[src/rtl/alu_pkg.sv]
// alu_pkg: shared constants for the ALU slice.
//   XLEN_DEFAULT - default operand/result width
//   ALU_*        - 4-bit operation codes driven on alu_unit.i_op
package alu_pkg;

   localparam int XLEN_DEFAULT = 32;

   localparam logic [3:0] ALU_ADD  = 4'd0;
   localparam logic [3:0] ALU_SUB  = 4'd1;
   localparam logic [3:0] ALU_SLL  = 4'd2;
   localparam logic [3:0] ALU_SLT  = 4'd3;
   localparam logic [3:0] ALU_SLTU = 4'd4;
   localparam logic [3:0] ALU_XOR  = 4'd5;
   localparam logic [3:0] ALU_SRL  = 4'd6;
   localparam logic [3:0] ALU_SRA  = 4'd7;
   localparam logic [3:0] ALU_OR   = 4'd8;
   localparam logic [3:0] ALU_AND  = 4'd9;
   localparam logic [3:0] ALU_MIN  = 4'd10;
   localparam logic [3:0] ALU_MAX  = 4'd11;
   localparam logic [3:0] ALU_MINU = 4'd12;
   localparam logic [3:0] ALU_MAXU = 4'd13;
   localparam logic [3:0] ALU_ANDN = 4'd14;
   localparam logic [3:0] ALU_ORN  = 4'd15;

endpackage

[src/rtl/alu_shifter.sv]
// alu_shifter: combinational barrel shifter serving SLL, SRL and SRA.
//   data_i  - value to shift
//   shamt_i - shift amount (log2(XLEN) bits)
//   left_i  - 1: shift left, 0: shift right
//   arith_i - 1: sign-fill on right shifts (ignored for left shifts)
//   data_o  - shifted result
// Left shifts reuse the right shifter by bit-reversing input and output.
module alu_shifter #(
   parameter int XLEN = 32,
   parameter int SHW  = $clog2(XLEN)
) (
   input  logic [XLEN-1:0] data_i,
   input  logic [SHW-1:0]  shamt_i,
   input  logic            left_i,
   input  logic            arith_i,
   output logic [XLEN-1:0] data_o
);

   logic [XLEN-1:0]   rev_in;
   logic [XLEN-1:0]   src;
   logic              fill;
   logic signed [XLEN:0] ext;
   logic signed [XLEN:0] ext_sh;
   logic [XLEN-1:0]   rev_out;

   always_comb begin
      rev_in = '0;
      for (int i = 0; i < XLEN; i++) rev_in[i] = data_i[XLEN-1-i];
   end

   assign src  = left_i ? rev_in : data_i;
   // Sign fill only makes sense for right shifts of the unreversed operand.
   assign fill = arith_i & ~left_i & data_i[XLEN-1];
   assign ext  = {fill, src};
   assign ext_sh = ext >>> shamt_i;

   always_comb begin
      rev_out = '0;
      for (int i = 0; i < XLEN; i++) rev_out[i] = ext_sh[XLEN-1-i];
   end

   assign data_o = left_i ? rev_out : ext_sh[XLEN-1:0];

endmodule

[src/rtl/alu_unit.sv]
// alu_unit: single-cycle integer ALU with a registered result.
//   i_clk   - clock, rising edge
//   i_rst   - synchronous active-high reset (clears o_Y and o_equal)
//   i_A     - operand A
//   i_B     - operand B / shift amount source (low log2(XLEN) bits)
//   i_op    - operation select (alu_pkg::ALU_*)
//   o_Y     - result, valid one cycle after the inputs are sampled
//   o_equal - registered A==B, independent of i_op
// Build option: define ALU_UNIT_EXT_EN to enable ops 10..15
// (MIN/MAX/MINU/MAXU/ANDN/ORN); otherwise they return 0.
module alu_unit
   import alu_pkg::*;
#(
   parameter int XLEN = XLEN_DEFAULT
) (
   input  logic            i_clk,
   input  logic            i_rst,
   input  logic [XLEN-1:0] i_A,
   input  logic [XLEN-1:0] i_B,
   input  logic [3:0]      i_op,
   output logic [XLEN-1:0] o_Y,
   output logic            o_equal
);

   localparam int SHW = $clog2(XLEN);

   logic [XLEN-1:0] y_d, y_q;
   logic            eq_d, eq_q;
   logic [XLEN-1:0] sh_res;
   logic            lt_s, lt_u;

   assign lt_s = $signed(i_A) < $signed(i_B);
   assign lt_u = i_A < i_B;
   assign eq_d = (i_A == i_B);

   alu_shifter #(.XLEN(XLEN), .SHW(SHW)) u_shifter (
      .data_i  (i_A),
      .shamt_i (i_B[SHW-1:0]),
      .left_i  (i_op == ALU_SLL),
      .arith_i (i_op == ALU_SRA),
      .data_o  (sh_res)
   );

   always_comb begin
      y_d = '0;
      case (i_op)
         ALU_ADD:  y_d = i_A + i_B;
         ALU_SUB:  y_d = i_A - i_B;
         ALU_SLL,
         ALU_SRL,
         ALU_SRA:  y_d = sh_res;
         ALU_SLT:  y_d = {{(XLEN-1){1'b0}}, lt_s};
         ALU_SLTU: y_d = {{(XLEN-1){1'b0}}, lt_u};
         ALU_XOR:  y_d = i_A ^ i_B;
         ALU_OR:   y_d = i_A | i_B;
         ALU_AND:  y_d = i_A & i_B;
`ifdef ALU_UNIT_EXT_EN
         ALU_MIN:  y_d = lt_s ? i_A : i_B;
         ALU_MAX:  y_d = lt_s ? i_B : i_A;
         ALU_MINU: y_d = lt_u ? i_A : i_B;
         ALU_MAXU: y_d = lt_u ? i_B : i_A;
         ALU_ANDN: y_d = i_A & ~i_B;
         ALU_ORN:  y_d = i_A | ~i_B;
`endif
         default:  y_d = '0;
      endcase
   end

   always_ff @(posedge i_clk) begin
      if (i_rst) begin
         y_q  <= '0;
         eq_q <= 1'b0;
      end else begin
         y_q  <= y_d;
         eq_q <= eq_d;
      end
   end

   assign o_Y     = y_q;
   assign o_equal = eq_q;

endmodule

[config.mk]
export PLATFORM = sky130hd
export DESIGN_NAME = alu_unit
export DESIGN_NICKNAME = d
export VERILOG_FILES = /design/src/rtl/alu_pkg.sv /design/src/rtl/alu_shifter.sv /design/src/rtl/alu_unit.sv
export SDC_FILE = /design/constraint.sdc
export NUM_CORES = 1
export LEC_CHECK = 0
export CAP_MARGIN = 0
export CORE_MARGIN = 2
export CORE_UTILIZATION = 60
export CTS_CLUSTER_DIAMETER = 120
export DETAILED_ROUTE_END_ITERATION = 10
export PLACE_DENSITY = 0.9
export SLEW_MARGIN = 40
export SYNTH_ARGS = -nofsm -noshare
export SYNTH_HDL_FRONTEND = slang
export SYNTH_HIERARCHICAL = 1
export SYNTH_SLANG_ARGS = --single-unit
[constraint.sdc]
create_clock -name i_clk -period 8.49 [get_ports i_clk]
set_input_delay 1.698 -clock i_clk [delete_from_list [all_inputs] [get_ports i_clk]]
set_output_delay 1.698 -clock i_clk [all_outputs]
set_load 0.02 [all_outputs]
==> summary.md <==
| Metric | Value |
|---|---|
| Area of the multi-input gates | 8578 um^2 |
| Slew headroom | about two fifths |
| PostCTS Resize Cnt | 0 |
| Net Sw Frac | between 40 and 50% |
| Share of power burned in the clock network | approximately 18% |
| Cts-stage hold buffer count | 0 |
| Synth cell types | just under 90 |
| CP required | just under 9 ns |
| Syn Nets | between 1,500 and 2,000 |
| Die area | between 15,000 and 20,000 um^2 |
| Drt pass-1 iters | 7 |
| Final setup vio count | 0 |
| Antenna violations before repair | 1 |
| Max Freq | approximately 0.16 GHz |
| Final #Nets | ~1,600 |
| Die Ht | between 100 and 150 um |
| Fin crit period | 6.223 ns |
| Family with the most delay on the worst path | compound AO/OA/AOI/OAI gates |
| Clock Sinks | 33 |
| P_sw | roughly 0.53 mW |
| Layout cell share with drive strength beyond 1 | ~10% |
| First-pass GRT wire length | roughly 66 mm |
| Worst-margin pin slew | around 0.92 ns |
| FILL cells | approximately 1,400 |
| Post-synth EDFFs | 0 |
| Worst Hold Depth | 6 |
| Root buffer cell | clkbuf_16 |
| WL/cell | roughly 27 um |
| Register area share after synthesis | under 10% |
| # IOs | 103 |
| Initial core utilization | roughly three fifths |
| Pwr dens | 95.09 nW/um^2 |
| Critical Path Start | i_op[2] |
| Main synth FF type | dfxtp_1 |
| Setup Buffers After CTS | 0 |
| Tot GR Track Use | about half |
| Top-count cell post-synth | nor2_1 |
| Crit-path slowest cell | buf_4 |
| Synth Cell Area | around 10,000 um^2 |
| Final setup TNS | 0 ns |
| Final global-route overflow total | 0 |
| Cell Area, Placed | 11,020 um^2 |
| RSZ-0062 raised after global routing | false |
| Cells after Synth | between 1,000 and 1,500 |
| Hpwl dp | between 30 and 40 mm |
| Kind of critical path | primary input to flop |
| Avg Inst Size Synth | about 7.2 um^2 |
| Worst Hold End | o_equal$_SDFF_PP0_ |
| Critical-path cell list | clkdlybuf4s50_1, nor4b_2, buf_4, nor2b_1, a22o_1, a222oi_1, nand2_1, a211o_1, mux2_2, a221oi_1, nand2_1, a21oi_1, a41oi_1, o21ai_0, a31oi_1 |
| Core Region | 16,470 um^2 |
| Commonest cells post-synth | nor2_1 (139), a21oi_1 (122), nand2_1 (101) |
| Width of the die | between 100 and 150 um |
| Bufs and invs on worst path | 2 |
| Clock Path Buffers | 2 |
| Storage cell area | approximately 660 um^2 |
| Clock transition at path regs | roughly 0.06 ns |
| CP max FO | a little over 70 |
| Cell area after layout | about 11,000 um^2 |
| Critical Path Sink Type | flop |
| Run status | complete, no violations |
| Number of global-route vias before repair | 11,290 |
| Final Wtd Congestion | 1.150 |
| Synth async-reset ratio | 0% |
| TritonCTS Buffers | 5 |
| Share of the synthesized area in the top cell type | between 10 and 15% |
| Initial drt markers | about 2,100 |
| WP depth | 15 |
| Seq pwr share | approximately 16% |
| Clock tree from TritonCTS | done |
| Tcrit/Tclk final | between 70% and 80% |
| Startpoint Class | primary input |
| Gate power share | approximately two thirds |
| Num rows | 47 |
| Crit path top cell by count | nand2_1 |
| Cell leakage power | between 4 and 5 nW |
| Worst vdd ir | approximately 0.074 mV |
| # port buffers | around 100 |
| Crit path arrival time | between 6 and 7 ns |
| Int Pwr | 0.5333 mW |
| Fin. Hold Viols | 0 |
| Synthesis-to-finish area growth | 11.34% |
| Fin. max-slew vios | 0 |
| Post-route ant nets | 0 |
| Synthesized flop and latch total | 33 |
| H-Tree Depth | 2 |
| Largest net degree at the start of global routing | 73 |
| Residual DRC count | 0 |
| Synth top area cells | ha_1 (12%), mux4_2 (7.6%), dfxtp_1 (6.6%) |
| Hold Path Class | primary input to flop |
| Max_cap viols | 0 |
| Yosys synthesis warning count | 6 |
| Area leader, netlist | ha_1 |
| Hold Path Origin | i_B[0] |
| Routed wire length | 44.01 mm |
| Vias per inst | 7.619 |
| Crit-path max cell delay | ~0.70 ns |
| Vias | between 10,000 and 15,000 |
[sequential cells by signal (all words and copies together), names as in the netlist]
name     cells
o_Y         32
o_equal      1
[power groups by stage]
stage / Combinational, mW / Sequential [mW] / Clock (mW)
finish: 0.702 / 0.169 / 0.191
global route: 0.734 / 0.170 / 0.195
CTS: 0.665 / 0.169 / 0.188
detailed placement: 0.662 / 0.172 / 0
global placement: 0.654 / 0.172 / 0
floorplan: 0.423 / 0.186 / 0
[worst max path at each step]
stage / slack (ns) / to
after floorplan: 3.53 / o_Y[26]$_SDFF_PP0_
after global placement: 2.27 / o_Y[26]$_SDFF_PP0_
after detailed placement: 2.17 / o_Y[26]$_SDFF_PP0_
after CTS: 2.45 / o_Y[26]$_SDFF_PP0_
after global routing: 1.96 / o_Y[26]$_SDFF_PP0_
final: 2.27 / o_Y[26]$_SDFF_PP0_
[final cells by class]
type / instances / share of cell area [%]
diodes: 1 / 0.02241
clock buffers: 6 / 1.154
clock inverters: 2 / 0.08966
inverters: 100 / 3.362
multi-input cells: 1153 / 76.83
flip-flops and latches: 33 / 5.917
well taps: 220 / 2.466
repair buffers: 118 / 10.15
[kinds of logic (layout without fill, tap and decap cells)]
logic type      after synthesis  in the layout  synth area share (%)
compound gates              491            491                 34.32
xor+xnor                      3              3                0.2621
fa+ha+maj                   102            102                 12.88
buf+inv                     202            226                 8.236
flops                        33             33                 6.588
mux                         116            116                 16.47
other cells                   0              1                     0
simple gates                441            441                 21.25
[placed cells by master, fill, tap and decap left out, types with 8 or more instances in the layout]
cell	instances
o21bai_1	13
o2111ai_1	9
mux2i_1	30
or2_2	8
inv_1	98
ha_1	100
mux2_2	50
clkdlybuf4s50_1	100
nor2b_1	24
a221oi_1	30
dfxtp_1	33
o31ai_1	12
a211oi_1	16
o21ai_0	64
or3_1	8
and3_1	13
nand2b_1	21
mux4_2	34
a31oi_1	21
o211ai_1	18
a21o_1	33
nor4_1	17
nand3_1	31
nand2_1	101
nor3_1	25
o22ai_1	23
o221ai_1	10
nor2_1	138
o21a_1	12
a211o_1	12
buf_4	17
a221o_1	12
nand4_1	18
a21oi_1	122
[metal layers]
metal	GRT usage (%)	part of all wire, %	wire, um	vias to the layer above
li1	-	-	-	5301
met1	62.80	36	15940	5726
met2	74.05	43	18710	1172
met3	12.44	15	6436	243
met4	23.70	6.6	2920	0
met5	0	0	0	-
[stage by stage]
step | worst slack (ns) | power [mW] | hold WS (ns) | util (%) | std cells
2_1_floorplan | 3.531 | 0.6089 | 1.875 | - | 1388
3_3_place_gp | 2.266 | 0.8258 | 2.495 | 66.90 | 1624
3_5_place_dp | 2.168 | 0.8340 | 2.497 | 66.95 | 1624
4_1_cts | 2.451 | 1.022 | 2.282 | 67.79 | 1632
5_1_grt | 1.956 | 1.099 | 2.326 | 67.79 | 1632
6_report | 2.267 | 1.062 | 2.307 | 67.80 | 1633
No activity file was read; power rests on OpenSTA's default activity.
